**config.mk**
```make
export PLATFORM = sky130hd
export DESIGN_NAME = exc_commit_flat
export DESIGN_NICKNAME = d
export VERILOG_FILES = /design/src/rtl/exc_commit_if.sv /design/src/rtl/exc_commit.sv /design/src/flat_wrapper.sv
export SDC_FILE = /design/constraint.sdc
export NUM_CORES = 1
export LEC_CHECK = 0
export ABC_CLOCK_PERIOD_IN_PS = 2100
export BUFFER_PORTS_ARGS = -buffer_cell sky130_fd_sc_hd__buf_2
export CAP_MARGIN = 20
export CORE_ASPECT_RATIO = 1.5
export CORE_MARGIN = 2
export CORE_UTILIZATION = 30
export CTS_CLUSTER_SIZE = 25
export DETAILED_ROUTE_END_ITERATION = 10
export REMOVE_ABC_BUFFERS = 1
export SYNTH_ARGS = -nofsm -noshare
export SYNTH_HDL_FRONTEND = slang
export SYNTH_SLANG_ARGS = --single-unit
```
**constraint.sdc**
```tcl
create_clock -name clk -period 2.1 [get_ports clk]
set_input_delay 0.315 -clock clk [delete_from_list [all_inputs] [get_ports clk]]
set_output_delay 0.315 -clock clk [all_outputs]
set_load 0.01 [all_outputs]
```
**src/rtl/exc_commit_if.sv**
```systemverilog
// Bundle of M-stage exception/CP0 signals between the pipeline and exc_commit.
// The master (pipeline) drives the requests; the slave (exc_commit) returns reads and redirects.
interface exc_commit_if;
   logic [6:2]  ExcCodeM;
   logic [31:0] PCM;
   logic        BDM;
   logic [7:2]  HWInt;
   logic        We;
   logic [4:0]  A1;
   logic [4:0]  A2;
   logic [31:0] DIn;
   logic        EretM;
   logic [31:0] DOut;
   logic [31:0] EPCOut;
   logic        ExcReq;
   logic        IntReq;

   modport master (
      output ExcCodeM, PCM, BDM, HWInt, We, A1, A2, DIn, EretM,
      input  DOut, EPCOut, ExcReq, IntReq
   );

   modport slave (
      input  ExcCodeM, PCM, BDM, HWInt, We, A1, A2, DIn, EretM,
      output DOut, EPCOut, ExcReq, IntReq
   );
endinterface

```
**src/rtl/exc_commit.sv**
```systemverilog
// CP0 exception commit: holds SR/Cause/EPC/PRId, decides interrupt/exception entry,
// and services mtc0, mfc0 and eret from the M stage.
module exc_commit (
   input  logic         clk,
   input  logic         reset,
   exc_commit_if.slave  bus
);

   localparam logic [31:0] PRID_VALUE = 32'h4C57_0001;

   // Only the architecturally visible fields are stored; everything else reads as zero.
   logic [5:0]  srImQ, srImD;
   logic        srExlQ, srExlD;
   logic        srIeQ, srIeD;
   logic        causeBdQ, causeBdD;
   logic [5:0]  causeIpQ, causeIpD;
   logic [4:0]  causeExcQ, causeExcD;
   logic [31:0] epcQ, epcD;

   logic        intReq;
   logic        excTaken;
   logic        excReq;
   logic [31:0] srValue;
   logic [31:0] causeValue;

   assign intReq   = (|(bus.HWInt & srImQ)) & srIeQ & ~srExlQ;
   assign excTaken = (bus.ExcCodeM != 5'd0) & ~srExlQ;
   assign excReq   = intReq | excTaken;

   assign bus.IntReq = intReq;
   assign bus.ExcReq = excReq;
   assign bus.EPCOut = epcQ;

   assign srValue    = {16'h0000, srImQ, 8'h00, srExlQ, srIeQ};
   assign causeValue = {causeBdQ, 15'h0000, causeIpQ, 3'b000, causeExcQ, 2'b00};

   // mfc0 sees pre-edge state, so a same-cycle mtc0 to the same register returns old data.
   always_comb begin
      bus.DOut = 32'h0000_0000;
      case (bus.A1)
         5'd12:   bus.DOut = srValue;
         5'd13:   bus.DOut = causeValue;
         5'd14:   bus.DOut = epcQ;
         5'd15:   bus.DOut = PRID_VALUE;
         default: bus.DOut = 32'h0000_0000;
      endcase
   end

   always_comb begin
      srImD     = srImQ;
      srExlD    = srExlQ;
      srIeD     = srIeQ;
      causeBdD  = causeBdQ;
      causeIpD  = bus.HWInt;
      causeExcD = causeExcQ;
      epcD      = epcQ;

      if (excReq) begin
         srExlD    = 1'b1;
         causeBdD  = bus.BDM;
         causeExcD = intReq ? 5'd0 : bus.ExcCodeM;
         epcD      = (bus.BDM ? (bus.PCM - 32'd4) : bus.PCM) & 32'hFFFF_FFFC;
      end else begin
         if (bus.We) begin
            case (bus.A2)
               5'd12: begin
                  srImD  = bus.DIn[15:10];
                  srExlD = bus.DIn[1];
                  srIeD  = bus.DIn[0];
               end
               5'd14:   epcD = {bus.DIn[31:2], 2'b00};
               default: ;
            endcase
         end
         // eret is applied after mtc0 so a combined SR write still leaves EXL clear.
         if (bus.EretM) begin
            srExlD = 1'b0;
         end
      end
   end

   always_ff @(posedge clk) begin
      if (!reset) begin
         srImQ     <= 6'd0;
         srExlQ    <= 1'b0;
         srIeQ     <= 1'b0;
         causeBdQ  <= 1'b0;
         causeIpQ  <= 6'd0;
         causeExcQ <= 5'd0;
         epcQ      <= 32'h0000_0000;
      end else begin
         srImQ     <= srImD;
         srExlQ    <= srExlD;
         srIeQ     <= srIeD;
         causeBdQ  <= causeBdD;
         causeIpQ  <= causeIpD;
         causeExcQ <= causeExcD;
         epcQ      <= epcD;
      end
   end

endmodule

```
**src/flat_wrapper.sv**
```systemverilog
// flat-port wrapper written by rule: the top's interface ports become plain ports
module exc_commit_flat 
  (clk, reset, bus_ExcCodeM, bus_PCM, bus_BDM, bus_HWInt, bus_We, bus_A1, bus_A2, bus_DIn, bus_EretM, bus_DOut, bus_EPCOut, bus_ExcReq, bus_IntReq);
  exc_commit_if bus_i ();
  input  logic clk;
  input  logic reset;
  input wire logic [$bits(bus_i.ExcCodeM)-1:0] bus_ExcCodeM;
  input wire logic [$bits(bus_i.PCM)-1:0] bus_PCM;
  input wire logic [$bits(bus_i.BDM)-1:0] bus_BDM;
  input wire logic [$bits(bus_i.HWInt)-1:0] bus_HWInt;
  input wire logic [$bits(bus_i.We)-1:0] bus_We;
  input wire logic [$bits(bus_i.A1)-1:0] bus_A1;
  input wire logic [$bits(bus_i.A2)-1:0] bus_A2;
  input wire logic [$bits(bus_i.DIn)-1:0] bus_DIn;
  input wire logic [$bits(bus_i.EretM)-1:0] bus_EretM;
  output wire logic [$bits(bus_i.DOut)-1:0] bus_DOut;
  output wire logic [$bits(bus_i.EPCOut)-1:0] bus_EPCOut;
  output wire logic [$bits(bus_i.ExcReq)-1:0] bus_ExcReq;
  output wire logic [$bits(bus_i.IntReq)-1:0] bus_IntReq;
  assign bus_i.ExcCodeM = bus_ExcCodeM;
  assign bus_i.PCM = bus_PCM;
  assign bus_i.BDM = bus_BDM;
  assign bus_i.HWInt = bus_HWInt;
  assign bus_i.We = bus_We;
  assign bus_i.A1 = bus_A1;
  assign bus_i.A2 = bus_A2;
  assign bus_i.DIn = bus_DIn;
  assign bus_i.EretM = bus_EretM;
  assign bus_DOut = bus_i.DOut;
  assign bus_EPCOut = bus_i.EPCOut;
  assign bus_ExcReq = bus_i.ExcReq;
  assign bus_IntReq = bus_i.IntReq;
  exc_commit u_core (.clk(clk), .reset(reset), .bus(bus_i));
endmodule
```
==> Word-level counts from Yosys, hierarchy flattened <==
Cells that the tools add are included.
W data, S select, Z words.
{ "totals": {"elab_cells": 40, "output_inout_bits": 66, "input_bits": 90, "register_bits": 50} }
{ "classes": {"eq_ne": 6, "addsub": 1, "bitwise": 7, "muxes": 10, "reduce_logical": 9} }
{ "op_table": {"columns": ["op", "n"], "rows": [
  ["$mux W32", 4],
  ["$pmux W32 S4", 1],
  ["$sub A32 B3 Y32 const B", 1],
  ["$eq A5 B4 Y1 const B", 6],
  ["$and A6 B6 Y6", 1],
  ["$reduce_bool A3 Y1", 2],
  ["$reduce_or A6 Y1", 1],
  ["$mux W5", 1],
  ["$reduce_bool A5 Y1", 1],
  ["$mux W1", 4],
  ["$reduce_and A2 Y1", 2],
  ["$reduce_bool A2 Y1", 2],
  ["$and A1 B1 Y1", 3],
  ["$reduce_and A3 Y1", 1],
  ["$not A1 Y1", 2],
  ["$or A1 B1 Y1", 1]
]} }

==> Depth between registers and ports, before layout <==
Gate-level depths: netlist of the first run.
{ "depth": {"ltp_word": 7, "mapped_depth": 6, "depth_no_buf": 6} }

==> Worst setup path after synthesis of the first run <==
OpenSTA, ideal clock, no wires.
{ "synth_path": {"path_type": "input to register", "from": "input bus_PCM[26]", "to": "register u_core.epcQ[31] (netlist: u_core.bus.EPCOut[31])", "arrival_ns": 1.878, "required_time_ns": 1.978, "setup_time_ns": 0.122, "path_stages": 4, "path_buffers": 0, "slack_ns": 0.100, "cell_sequence": "or4_4 or4_4 o31a_1 o311a_1"} }
{ "synth_between": {"elab_chain_len": 3} }
{ "synth_lines": {"columns": ["element", "line_no", "rtl"], "rows": [
  ["from (decl)", "flat_wrapper.sv:8", "input wire logic [$bits(bus_i.PCM)-1:0] bus_PCM;"],
  ["$sub A32 B3 Y32", "exc_commit.sv:62", "epcD = (bus.BDM ? (bus.PCM - 32'd4) : bus.PCM) & 32'hFFFF_FFFC;"],
  ["$mux W32", "exc_commit.sv:62", null],
  ["$mux W32", "exc_commit.sv:58", "if (excReq) begin"],
  ["to (signal assigned)", "exc_commit.sv:98", "epcQ <= epcD;"],
  ["to (decl)", "exc_commit.sv:18", "logic [31:0] epcQ, epcD;"]
]} }
Every way passes these cells.
A chain may end at the register's enable or synchronous reset.

==> Worst setup path after layout of the first run <==
{ "layout_path": {"from": "register u_core.srImQ[3]", "to": "output bus_IntReq"} }
{ "layout_between": {"elab_chain_len": 4} }
{ "layout_lines": {"columns": ["element", "line_no", "rtl"], "rows": [
  ["from (decl)", "exc_commit.sv:12", "logic [5:0] srImQ, srImD;"],
  ["from (signal assigned)", "exc_commit.sv:92", "srImQ <= srImD;"],
  ["$and A6 B6 Y6", "exc_commit.sv:26", "assign intReq = (|(bus.HWInt & srImQ)) & srIeQ & ~srExlQ;"],
  ["$reduce_or A6 Y1", "exc_commit.sv:26", null],
  ["$and A1 B1 Y1 (2 in a row)", "exc_commit.sv:26", null],
  ["to (decl)", "flat_wrapper.sv:19", "output wire logic [$bits(bus_i.IntReq)-1:0] bus_IntReq;"]
]} }
Every way passes these cells.

==> run metrics, run 1 <==
worst-margin pin slew=0.513 ns; GR Overflow Total=0; # fillers=1252; Syn Std Cell Area=3490 sq um; main combinational cell family by area after synthesis=compound AO/OA/AOI/OAI gates; drc violations=0; commonest non-fill, non-tap cell in the layout=buf_2; core area=between 10000 and 15000 sq um; Warnings, synthesis=0; clock latency on the worst-skew pair=roughly 0.3 ns; Slew Viols, Final=0; crit share post-route=0.971; Synth Area in Simple Gates=0.267; WL/cell=17.4 um; Worst Reg-to-Reg Cells=6; Mapped Cells=between 400 and 500; H-tree levels=2; Hold Path Depth=2; final cell count without fillers=around 740; unrepaired setup endpoints after global routing=no; number of synthesized register bits=50; design area=around 4700 sq um; Worst setup SP type=flip-flop; drt via density=~5.3; Critical Path AT=1.72 ns; Cell variety after synth=63; total power=approximately 2600 uW; Final Hold Fails=0; worst path required time=1.78 ns; final setup TNS=0 ns; Clock transition at path regs=~0.08 ns; FP Rows=48; post-synthesis sequential area ratio=0.287; status=completed; PD cells=between 500 and 600 nW/um^2; die span in x=slightly above 90 um; DRT Wirelength=around 13000 um; drt initial violations=190; CTS Buf Count=5; Die Ht=roughly 140 um; Pre-antenna DRT Iters=4; commonest non-fill, non-tap cells in the layout=buf_2 (151), dfxtp_1 (49), nor2_1 (44), buf_4 (39), mux2i_1 (25); Routed Antenna Nets=0; PortBufs=~150; XOR/XNOR Fraction of Synth Area=0.0176; CTS tree=yes; min Tclk post-route=approximately 2 ns; fmax=490 MHz; max_cap viols=0; main flop type after synthesis=dfxtp_1; number of flops mapped to enable cells by yosys=0; Final Wtd Congestion=approximately 0.92; Boundary Pins=roughly 160; adder and majority gate portion of the synthesized area=0.00358; Clock Sinks=50; initial core utilization=0.306; Fin Clk Skew=between 0.01 and 0.015 ns; pin count of the biggest net entering global routing=29; root buffer cell=clkbuf_16; dpl ws=-0.0261 ns; crit-path max FO=7; post-synthesis compound-gate area fraction=0.270; initial antenna violation count=1; Min-Delay Path Class=input pin to flip-flop; Max Root-Sink Buffers=2; GRT Overall Usage=0.203; Placed Area=4560 sq um; vias in the first global route=around 4k; Critical Path Sink Type=output pin; setup ws final=about 0.06 ns; first-pass GRT wire length=20100 um; maximum vdd ir drop=~0.32 mV; ratio of cells with drive above 1 in the final layout=0.376; via count=roughly 4k; slew margin rel.=0.658; mux cell area share after synthesis=0.0749; post-DP HPWL=between 9000 and 10000 um; syn_area_per_cell=between 8 and 9 sq um; area delta synth->final=35.9%; Leak=about 0.0021 uW; Crit Path Category=flip-flop to output pin; die area=~13000 sq um; nets=approximately 680; Post-synth ARST share=0; Post-Place Cells=~730; setup violators final=0; Post-CTS Hold Buffers=0
-- kinds of logic after synthesis --
group / count (synthesis)
AO/OA/AOI/OAI: 118
XOR/XNOR: 7
flip-flops: 50
adder cells (fa/ha/maj): 1
other: 1
buffers and inverters: 56
multiplexers: 26
AND/OR/NAND/NOR: 163
-- metal layers --
| layer | wire length [um] | up-vias | track usage | part of all wire |
|---|---|---|---|---|
| li1 | - | 1954 | - | - |
| met1 | 5100 | 1835 | 0.231 | 0.40 |
| met2 | 6760 | 124 | 0.375 | 0.53 |
| met3 | 698 | 17 | 0.0355 | 0.054 |
| met4 | 297 | 0 | 0.0763 | 0.023 |
| met5 | 0 | - | 0 | 0 |
-- metrics by stage --
stage	util	hold slack [ns]
after floorplan	-	0.437
after global placement	0.400	0.456
after detailed placement	0.400	0.464
after CTS	0.414	0.223
after global routing	0.416	0.227
final	0.416	0.226
-- worst paths after layout --
check                  start                  to  slack, ns
max reg2reg  u_core.srImQ[3]     u_core.srImQ[5]       0.14
min             bus_HWInt[2]  u_core.causeIpQ[2]       0.23
min reg2reg  u_core.causeBdQ     u_core.causeBdQ       0.48
max          u_core.srImQ[3]          bus_IntReq       0.06
-- registers in the layout, summed over array words and instances (netlist names) --
signal             count
u_core.srExlQ          1
u_core.causeIpQ        6
u_core.srImQ           6
u_core.causeExcQ       5
u_core.causeBdQ        1
u_core.srIeQ           1
u_core.bus.EPCOut     30
-- power by group --
part	total (uW)	internal [uW]	switching [uW]
Combinational	614	272	342
Sequential	1070	1020	53.2
Clock	871	458	413
Total	2560	1750	809
-- what timing repair did --
action                                  CTS  global route
pin swaps                                 1             3
gates resized for setup                   1             3
endpoints found under the setup margin    1             2
buffers inserted                          1             1
-- worst max-delay path: stages, from the launching register on --
cell      delay (ns)
dfxtp_2         0.34
a22o_4          0.27
o311ai_4        0.37
clkinv_4        0.11
buf_4           0.18
buf_2           0.15
-- cell type report --
type                    count  area [sq um]  area share
diodes                      1          2.50    0.000527
clock buffers               5           125      0.0264
clock inverters             3          28.8     0.00606
inverters                  22          90.1      0.0190
multi-input cells         317          2240       0.472
flip-flops and latches     50          1000       0.211
well taps                 150           188      0.0395
repair buffers            191          1070       0.225
-- cell usage after synthesis, drive strengths merged, types with 6 or more instances --
master   count  area [sq um]
a211oi      21           158
a21oi       15          75.1
a22oi        7          52.6
and2        16           100
buf         12          80.1
clkbuf      21          98.9
dfxtp       50          1000
inv         19          71.3
mux2i       25           250
nand2       20          75.1
nand3        8          40.0
nand4       22           138
nor2        45           176
nor3        13          70.1
nor4        13          96.3
o2111ai     12           105
o311a       12           120
o31a        16           143
or4          6          52.6
Power figures use the tool's default switching activity.
==> run 2: changes to the inputs <==
--- a/config.mk
+++ b/config.mk
@@ -5,6 +5,7 @@
 export SDC_FILE = /design/constraint.sdc
 export NUM_CORES = 1
 export LEC_CHECK = 0
+export ABC_AREA = 1
 export ABC_CLOCK_PERIOD_IN_PS = 2100
 export BUFFER_PORTS_ARGS = -buffer_cell sky130_fd_sc_hd__buf_2
 export CAP_MARGIN = 20
==> run 2 against run 1 <==
  * Maximum frequency up 15%
  * Largest cell class unchanged
  * Sequential share of layout area increased by 1.0 points
  * Clock skew is 0.0038 ns lower
  * Register-to-register slack improved by 0.18 ns
  * Largest power group unchanged
  * Power fell by 3.6%
  * Cell area down 4.8%
  * Worst hold slack got worse by 0.0079 ns
  * Critical endpoint is now bus_ExcReq
  * Synthesized cell count is 39% higher
  * Wire length decreased by 6.9%
==> run metrics, run 2 <==
status=completed (unchanged); die span in x=92.4 um (was 92.1 um); design area=4520 sq um (was 4750 sq um); Min-Delay Path Class=input pin to flip-flop (unchanged); Max Root-Sink Buffers=2 (unchanged); crit share post-route=0.846 (was 0.971); initial core utilization=0.307 (was 0.306); Placed Area=4370 sq um (was 4560 sq um); Hold Path Depth=3 (was 2); reg2reg setup slack=0.32 ns (was 0.14 ns); GRT Overall Usage=0.188 (was 0.203); max_cap viols=0 (unchanged); post-DP HPWL=9540 um (was 9900 um); WP buf/inv=1 (was 3); Cell variety after synth=38 (was 63); initial antenna violation count=0 (was 1); CP cell instances=nand2_1 > nand2_1 > a21oi_1 > nand2_1 > nand3_2 > nand2_4 > buf_2 (was a22o_4 > o311ai_4 > clkinv_4 > buf_4 > buf_2); Warnings, synthesis=0 (unchanged); number of synthesized register bits=50 (unchanged); CP max stage delay=0.35 ns (was 0.37 ns); min Tclk post-route=1.78 ns (was 2.04 ns); first-pass GRT wire length=18700 um (was 20100 um); nets=824 (was 678); commonest non-fill, non-tap cells in the layout=nand2_1 (210), buf_2 (151), nor2_1 (73), inv_1 (65), dfxtp_1 (50) (was buf_2 (151), dfxtp_1 (49), nor2_1 (44), buf_4 (39), mux2i_1 (25)); fmax=563 MHz (was 490 MHz); Clock Sinks=50 (unchanged); number of flops mapped to enable cells by yosys=0 (unchanged); Leak=0.00241 uW (was 0.00211 uW); Synth top area share=0.284 (was 0.287); main combinational cell family by area after synthesis=simple AND/OR/NAND/NOR gates (was compound AO/OA/AOI/OAI gates); H-tree levels=2 (unchanged); maximum vdd ir drop=0.272 mV (was 0.319 mV); PortBufs=151 (unchanged); critical path's top delay family=simple AND/OR/NAND/NOR gates (was compound AO/OA/AOI/OAI gates); Critical Path Sink Type=output pin (unchanged); Final Wtd Congestion=0.873 (was 0.920); Worst setup SP type=flip-flop (unchanged); Clock transition at path regs=0.06 ns (was 0.08 ns); Slew Viols, Final=0 (unchanged); top cells by instance count after synthesis=nand2_1 (210), nor2_1 (73), inv_1 (65) (was dfxtp_1 (50), nor2_1 (44), mux2i_1 (25)); Die Ht=137 um (was 136 um); die area=12600 sq um (was 12500 sq um); max reg flops=30 (unchanged); core area=11500 sq um (was 11400 sq um); number of cells on the critical path=7 (was 5); area leader, netlist=dfxtp_1 (unchanged); CTS Buf Count=5 (unchanged); Pre-antenna DRT Iters=4 (unchanged); area delta synth->final=28.5% (was 35.9%); Critical Path AT=1.46 ns (was 1.72 ns); Worst path slowest cell=dfxtp_1 (was o311ai_4); drc violations=0 (unchanged); RR Endpoint=u_core.bus.EPCOut[10] (was u_core.srImQ[5]); vias in the first global route=3796 (was 3900); commonest non-fill, non-tap cell in the layout=nand2_1 (was buf_2); GR Overflow Total=0 (unchanged); main flop type after synthesis=dfxtp_1 (unchanged); ratio of cells with drive above 1 in the final layout=0.285 (was 0.376); worst path required time=1.78 ns (about the same); drt initial violations=158 (was 190); Post-CTS Setup Inserts=0 (was 1); Boundary Pins=156 (unchanged); HP Start=bus_HWInt[1] (was bus_HWInt[2]); pin count of the biggest net entering global routing=35 (was 29); Final Hold Fails=0 (unchanged); final setup TNS=0 ns (unchanged); setup violators final=0 (unchanged); Most common cell on crit path=nand2_1; Resized cells post-CTS=0 (was 1); syn_area_per_cell=5.98 sq um (was 8.28 sq um); crit-path max FO=13 (was 7); DRT Wirelength=12000 um (was 12800 um); mux cell area share after synthesis=0 (was 0.0749); drt via density=4.50 (was 5.32); largest cells by area after synthesis=dfxtp_1 (28%), nand2_1 (22%), nor2_1 (7.8%) (was dfxtp_1 (29%), mux2i_1 (7.2%), nor2_1 (4.7%)); FP Rows=48 (unchanged); PD cells=545 nW/um^2 (was 539 nW/um^2); unrepaired setup endpoints after global routing=no (unchanged); Worst Reg-to-Reg Cells=10 (was 6); post-synthesis sequential area ratio=0.284 (was 0.287); top-count cell post-synth=nand2_1 (was dfxtp_1); XOR/XNOR Fraction of Synth Area=0.0274 (was 0.0176); clock latency on the worst-skew pair=0.29 ns (was 0.30 ns); Syn Std Cell Area=3520 sq um (was 3490 sq um); root buffer cell=clkbuf_16 (unchanged); Worst Hold End=u_core.causeIpQ[1] (was u_core.causeIpQ[2]); Post-synth ARST share=0 (unchanged); Reg-to-Reg Start=u_core.srImQ[0] (was u_core.srImQ[3]); Post-CTS Hold Buffers=0 (unchanged); adder and majority gate portion of the synthesized area=0.00356 (was 0.00358); Fin Clk Skew=0.00812 ns (was 0.0120 ns); Routed Antenna Nets=0 (unchanged); post-synthesis compound-gate area fraction=0.131 (was 0.270); Crit Path Category=flip-flop to output pin (unchanged); Synth Area in Simple Gates=0.431 (was 0.267); CTS tree=yes (unchanged); via count=3983 (was 3930); WL/cell=13.5 um (was 17.4 um); Mapped Cells=588 (was 422)
==> run 2: cell count changes after synthesis, moves of 13 or more <==
cell | previous run | this run
a21oi_1 | 15 | 28
nor2_1 | 44 | 73
and2_1 | 16 | 0
mux2i_1 | 25 | 0
a211oi_1 | 21 | 0
nand3_1 | 8 | 25
nand2_1 | 20 | 210
nand4_1 | 22 | 9
o31a_1 | 14 | 0
inv_1 | 19 | 65
o21ai_0 | 4 | 34
==> run 2: power breakdown <==
group | internal, uW | total (uW) | switching, uW
logic | 213 | 556 | 342
registers | 1020 | 1070 | 48.5
clock network | 474 | 840 | 366
total | 1710 | 2470 | 757
==> run 2: metal layers <==
metal | track usage | share of wire
met1 | 0.212 | 0.41
met4 | 0.0721 | 0.024
met2 | 0.359 | 0.53
met5 | 0 | 0
met3 | 0.0187 | 0.035
==> run 2: cells by family after synthesis <==
logic type	Yosys count
compound gates	81
fa+ha+maj	1
flops	50
other cells	1
xor+xnor	11
buf+inv	94
simple gates	350
==> run 2: layout make-up <==
class                           count  area, sq um
Antenna cell                        1         2.50
Clock buffer                        7          143
Clock inverter                      1         5.00
Fill cell                        1349         6950
Inverter                           72          275
Multi-Input combinational cell    445         2090
Sequential cell                    50         1000
Tap cell                          150          188
Timing Repair Buffer              159          816
==> run 2: per-stage QoR <==
step / utilization / setup WS [ns] / power (uW) / hold WS [ns] / cells
6_report: 0.394 / 0.323 / 2470 / 0.218 / 885
5_1_grt: 0.394 / 0.147 / 2610 / 0.228 / 884
4_1_cts: 0.394 / 0.299 / 2490 / 0.213 / 884
3_5_place_dp: 0.381 / 0.253 / 1650 / 0.445 / 876
3_3_place_gp: 0.381 / 0.275 / 1640 / 0.440 / 876
2_1_floorplan: - / 0.362 / 1380 / 0.408 / 567
==> run 2: worst max-delay path by stage <==
stage | from | endpoint | slack, ns
after global routing | u_core.srImQ[0] | u_core.bus.EPCOut[12] | 0.15
after detailed placement | bus_HWInt[1] | u_core.bus.EPCOut[10] | 0.25
after global placement | bus_HWInt[1] | u_core.bus.EPCOut[12] | 0.28
after floorplan | bus_A2[3] | u_core.bus.EPCOut[13] | 0.36
final | u_core.srImQ[0] | bus_ExcReq | 0.32
after CTS | u_core.srImQ[1] | bus_ExcReq | 0.30
==> run 2: tightest hold or removal path: cells and delay by family <==
kind | cells | cell delay, ns
and+or+nand+nor | 1 | 0.04
buffers and inverters | 2 | 0.13
